--- src/rtl/apu_audio_pkg.sv ---
// Shared audio-path types and I2S frame geometry.
// Frame is two 32-bit slots; samples are left-justified after the one-bit I2S delay.
package apu_audio_pkg;

    localparam int SLOT_W     = 32;
    localparam int FRAME_BITS = 64;
    localparam int IDX_W      = $clog2(FRAME_BITS);

    typedef logic signed [15:0] sample_t;

    typedef struct packed {
        sample_t left;
        sample_t right;
    } stereo_t;

endpackage

--- src/rtl/i2s_clk_gen.sv ---
// Bit-clock divider: bit_clk, fall strobe and bit index within the 64-bit frame.
// Latency: bit_clk registered from the divider; fall_o is high the cycle before the falling edge lands.
// Backpressure: none, free-running.
module i2s_clk_gen
    import apu_audio_pkg::*;
#(
    parameter int CLK_DIV = 4
) (
    input  logic             clk_i,
    input  logic             rst_n_i,
    output logic             bit_clk_o,
    output logic             fall_o,
    output logic [IDX_W-1:0] bit_idx_o
);

    localparam int DIV_W = $clog2(CLK_DIV);

    logic [DIV_W-1:0] div_cnt_q, div_cnt_d;
    logic [IDX_W-1:0] bit_idx_q;
    logic             bit_clk_q;

    // fall_o marks the edge on which div_cnt wraps to 0 and bit_clk drops.
    assign fall_o    = (div_cnt_q == DIV_W'(CLK_DIV - 1));
    assign div_cnt_d = fall_o ? '0 : div_cnt_q + DIV_W'(1);

    always_ff @(posedge clk_i or negedge rst_n_i) begin
        if (!rst_n_i) begin
            div_cnt_q <= '0;
            bit_idx_q <= '1;
            bit_clk_q <= 1'b0;
        end else begin
            div_cnt_q <= div_cnt_d;
            bit_clk_q <= (div_cnt_d >= DIV_W'(CLK_DIV / 2));
            if (fall_o) begin
                bit_idx_q <= bit_idx_q + IDX_W'(1);
            end
        end
    end

    assign bit_clk_o = bit_clk_q;
    assign bit_idx_o = bit_idx_q;

endmodule

--- src/rtl/i2s_serializer.sv ---
// Stereo PCM to Philips I2S serializer with single-entry hold register; optional I2S_UNDERRUN_CNT_EN counter.
// Latency: left MSB appears CLK_DIV clk after the frame start that loads the frame.
// Backpressure: sample_ready low while hold register full; empty hold at frame start replays last frame.
module i2s_serializer
    import apu_audio_pkg::*;
#(
    parameter int CLK_DIV  = 4,
    parameter int SAMPLE_W = 16
) (
    input  logic                clk,
    input  logic                reset,
    input  logic [SAMPLE_W-1:0] sample_left,
    input  logic [SAMPLE_W-1:0] sample_right,
    input  logic                sample_valid,
    output logic                sample_ready,
    output logic                frame_clk,
    output logic                bit_clk,
    output logic                sdata,
    output logic                underrun
`ifdef I2S_UNDERRUN_CNT_EN
    ,
    input  logic                clr_underrun_cnt,
    output logic [15:0]         underrun_cnt
`endif
);

    localparam int SEL_W = (SAMPLE_W > 1) ? $clog2(SAMPLE_W) : 1;

    logic             fall;
    logic [IDX_W-1:0] bit_idx;
    logic [IDX_W-1:0] k_nxt;
    logic [IDX_W-1:0] slot_pos;
    logic             slot_right;
    logic [SEL_W-1:0] bit_sel;
    logic             sdata_d;
    logic             xfer;
    logic             frame_start;

    logic [SAMPLE_W-1:0] hold_l_q, hold_r_q;
    logic [SAMPLE_W-1:0] frame_l_q, frame_r_q;
    logic                hold_full_q;
    logic                frame_clk_q;
    logic                sdata_q;
    logic                underrun_q;

    i2s_clk_gen #(
        .CLK_DIV (CLK_DIV)
    ) u_clk_gen (
        .clk_i     (clk),
        .rst_n_i   (reset),
        .bit_clk_o (bit_clk),
        .fall_o    (fall),
        .bit_idx_o (bit_idx)
    );

    assign xfer        = sample_valid && !hold_full_q;
    assign k_nxt       = bit_idx + IDX_W'(1);
    assign frame_start = fall && (k_nxt == '0);

    // Slot position 1..SAMPLE_W carries the sample MSB first; position 0 is the I2S delay bit.
    always_comb begin
        slot_right = (k_nxt >= IDX_W'(SLOT_W));
        slot_pos   = slot_right ? (k_nxt - IDX_W'(SLOT_W)) : k_nxt;
        bit_sel    = SEL_W'(SAMPLE_W - int'(slot_pos));
        sdata_d    = 1'b0;
        if ((slot_pos >= IDX_W'(1)) && (slot_pos <= IDX_W'(SAMPLE_W))) begin
            sdata_d = slot_right ? frame_r_q[bit_sel] : frame_l_q[bit_sel];
        end
    end

    // A transfer needs an empty hold and a load needs a full one, so they never collide.
    always_ff @(posedge clk or negedge reset) begin
        if (!reset) begin
            hold_l_q    <= '0;
            hold_r_q    <= '0;
            hold_full_q <= 1'b0;
            frame_l_q   <= '0;
            frame_r_q   <= '0;
            frame_clk_q <= 1'b0;
            sdata_q     <= 1'b0;
            underrun_q  <= 1'b0;
        end else begin
            underrun_q <= 1'b0;
            if (xfer) begin
                hold_l_q    <= sample_left;
                hold_r_q    <= sample_right;
                hold_full_q <= 1'b1;
            end
            if (frame_start) begin
                if (hold_full_q) begin
                    frame_l_q   <= hold_l_q;
                    frame_r_q   <= hold_r_q;
                    hold_full_q <= 1'b0;
                end else begin
                    underrun_q  <= 1'b1;
                end
            end
            if (fall) begin
                frame_clk_q <= slot_right;
                sdata_q     <= sdata_d;
            end
        end
    end

    assign sample_ready = !hold_full_q;
    assign frame_clk    = frame_clk_q;
    assign sdata        = sdata_q;
    assign underrun     = underrun_q;

`ifdef I2S_UNDERRUN_CNT_EN
    logic [15:0] ur_cnt_q;

    always_ff @(posedge clk or negedge reset) begin
        if (!reset) begin
            ur_cnt_q <= '0;
        end else if (xfer && clr_underrun_cnt) begin
            ur_cnt_q <= '0;
        end else if (underrun_q && (ur_cnt_q != 16'hFFFF)) begin
            ur_cnt_q <= ur_cnt_q + 16'd1;
        end
    end

    assign underrun_cnt = ur_cnt_q;
`endif

endmodule

--- config.mk ---
export PLATFORM = sky130hd
export DESIGN_NAME = i2s_serializer
export DESIGN_NICKNAME = d
export VERILOG_FILES = /design/src/rtl/apu_audio_pkg.sv /design/src/rtl/i2s_clk_gen.sv /design/src/rtl/i2s_serializer.sv
export SDC_FILE = /design/constraint.sdc
export NUM_CORES = 1
export LEC_CHECK = 0
export ABC_AREA = 1
export CORE_MARGIN = 4
export CORE_UTILIZATION = 40
export CTS_CLUSTER_SIZE = 16
export DETAILED_ROUTE_END_ITERATION = 7
export GPL_TIMING_DRIVEN = 0
export HOLD_SLACK_MARGIN = 0.15
export SYNTH_ARGS = -nofsm -noshare
export SYNTH_HDL_FRONTEND = slang
export SYNTH_HIERARCHICAL = 1
export SYNTH_SLANG_ARGS = --single-unit
--- constraint.sdc ---
create_clock -name clk -period 2.6 [get_ports clk]
set_input_delay 0.52 -clock clk [delete_from_list [all_inputs] [get_ports clk]]
set_output_delay 0.52 -clock clk [all_outputs]
set_load 0.005 [all_outputs]
==> run metrics <==
peak supply drop 0.218 mV; HPWL after detailed placement 5440 um; overall routed net length 7520 um; combinational power share 0.035; Post-synth EDFFs 0; Final Max Slew Viols 0; Synth area leaders dfrtp_1, nand2_2, mux2_2; clk_lat worst skew 340 ps; syn nets 425; Core Rows 35; H-tree levels 3; Synth area leader dfrtp_1; slew at the pin closest to its max-slew limit 483 ps; post-route cell area 4610 um^2; DRT Pass-1 Iters 5; initial antenna violation count 0; Pleak 2.35 nW; clock buffer depth 2; Placed Cells 555; Setup WS post-layout 246 ps; syn avg cell area 9.91 um^2; Synth Register Bits 76; Layout Skew 7.01 ps; global route total overflow 0; RSZ-0062 raised after global routing false; Die Area 11200 um^2; post-synth top area share 0.458; Via Count 2709; mapped cell area 3820 um^2; most instantiated cells after synthesis dfrtp_1, nand2_1, nand2_2; CTS tree built; Final GP Congestion 0.810; Worst EP required 2830 ps; post-synthesis sequential area ratio 0.499; wire length per cell 13.2 um; Layout area overhead 20.6%; Yosys warning count 6; Core ar. 9280 um^2; Slew headroom 0.678; Final Hold Viols 0; layout cells sized above 1 0.331; cts bufs inserted 9; most frequent cell after synthesis dfrtp_1; Switching Fraction 0.205; gr usage total 0.145; layout net count 477; clk slew on worst S/H paths 70 ps; post-synthesis cell count 386; Final Setup Violations 0; DRT antenna net count 0; # clock sinks 76; Cell Int Power 1.76 mW; DP Area 4400 um^2; clock power share 0.431; I/O pin total 40; DRT iter0 DRCs 99; starting density of the core 0.412; P per Cell Area 480 nW/um^2; max-capacitance violation count 0; largest net degree at the start of global routing 57; Switch Pwr 0.455 mW; crit path DAT 2590 ps; CP max FO 10; DP Worst Slack 252 ps; post-CTS sizing 0; Post-synth ARST share 1.00; CTS root buffer clkbuf_8; Die Ht 106 um; Fmax 0.425 GHz; top_reg_cell synth dfrtp_1; vias in the first global route 2736; Tot Pwr 2.21 mW; die width 106 um; Setup TNS 0 ps; fin crit period 2350 ps; ratio of final minimum period to clock period 0.906; Port Buf Inserts 39; HP Class register to register; CP startpoint kind register; Setup Crit Path Kind register to register; Crit. End Element register; Synth cell types 29; DR vias/cell 4.75; post-route insts no fill 570; global-route wire length before repair 13000 um; post-route DRC violation count 0; Antenna Cells 0; status finished clean; Reg power frac 0.534
critical path, cell delays in order (launching register included):
cell	delay, ps
dfstp_2	600
buf_6	160
inv_2	110
ha_1	350
inv_1	180
nand2_1	90
buf_2	200
nor2_1	110
nor2_1	50
nand2_1	50
nand2_1	60
nand2_1	60
nand3_1	90
nand3_1	100
nand2_1	50
sequential cells by signal (all words and copies together), names as in the netlist, 6 cells and up:
signal and flops:
hold_r_q 16, frame_l_q 16, hold_l_q 16, u_clk_gen/bit_idx_o 6, frame_r_q 16
per-layer routing:
metal,track usage,wire length (um),vias to the layer above
met5,0,0,-
met4,0.0500,99,0
met3,0.0355,225,7
met2,0.237,3730,40
met1,0.188,3460,1291
li1,-,-,1371
worst paths after layout:
check / slack [ps] / from / cells after the start / endpoint
max: 250 / u_clk_gen/bit_idx_o[0] / 14 / sdata
min: 430 / u_clk_gen/div_cnt_q[0] / 1 / u_clk_gen/div_cnt_q[0]
max reg2reg: 250 / u_clk_gen/bit_idx_o[0] / 14 / sdata
min reg2reg: 430 / u_clk_gen/div_cnt_q[0] / 1 / u_clk_gen/div_cnt_q[0]
max in group asynchronous: 1370 / reset / 3 / u_clk_gen/bit_idx_o[4]
min in group asynchronous: 600 / reset / 2 / hold_l_q[1]
through the flow:
step / util / hold slack [ps]
2_1_floorplan: - / 224
3_3_place_gp: 0.471 / 413
3_5_place_dp: 0.474 / 418
4_1_cts: 0.497 / 429
5_1_grt: 0.497 / 459
6_report: 0.497 / 428
kinds of logic (layout without fill, tap and decap cells):
group / count (synthesis) / after routing / synth area share
multiplexers: 33 / 33 / 0.0972
AND/OR/NAND/NOR: 219 / 219 / 0.304
buffers and inverters: 41 / 96 / 0.0609
adder cells (fa/ha/maj): 4 / 4 / 0.0131
flip-flops: 76 / 76 / 0.499
AO/OA/AOI/OAI: 10 / 10 / 0.0134
XOR/XNOR: 3 / 3 / 0.0118
power groups by stage:
stage / logic, mW / clock network (mW) / registers (mW)
floorplan: 0.000542 / 0 / 1.20
global placement: 0.0744 / 0 / 1.20
detailed placement: 0.0803 / 0 / 1.20
CTS: 0.0815 / 0.988 / 1.18
global route: 0.0878 / 1.04 / 1.18
finish: 0.0785 / 0.954 / 1.18
layout make-up:
class	instances	area, um^2
plain buffers	20	154
clock buffers	9	124
clock inverters	5	78.8
fillers	907	4670
inverters	21	78.8
multi-input cells	269	1680
flip-flops and latches	76	1910
well taps	129	161
repair buffers	41	425
timing repair:
item,4_1_cts,5_1_grt
setup buffers,0,0
hold buffers,1,0
endpoints found under the hold margin,20,0
cell usage in the layout (no fill, tap or decap):
| cell type | n |
|---|---|
| nor2_4 | 2 |
| nand3_4 | 1 |
| nand2_1 | 66 |
| nand2_4 | 1 |
| inv_1 | 20 |
| nand2_2 | 63 |
| inv_2 | 1 |
| clkbuf_8 | 9 |
| buf_2 | 12 |
| clkbuf_1 | 3 |
| bufinv_16 | 2 |
| mux2_2 | 33 |
| dlygate4sd3_1 | 1 |
| dfrtp_1 | 70 |
| nand4_1 | 35 |
| clkdlybuf4s50_1 | 38 |
| nand3_1 | 9 |
| buf_16 | 1 |
| nor2_2 | 2 |
| o21ai_1 | 3 |
| buf_12 | 3 |
| o22ai_1 | 1 |
| clkinv_4 | 1 |
| buf_6 | 2 |
| nor2_1 | 33 |
| ha_1 | 4 |
| xor2_1 | 2 |
| dfstp_2 | 6 |
| nand4_2 | 1 |
| nand3b_1 | 3 |
| nor3_1 | 1 |
| clkinv_2 | 2 |
| nor2_8 | 1 |
| buf_4 | 1 |
| o21ai_0 | 6 |
| xor2_4 | 1 |
| nand3_2 | 1 |
(Power assumes the default switching activity.)
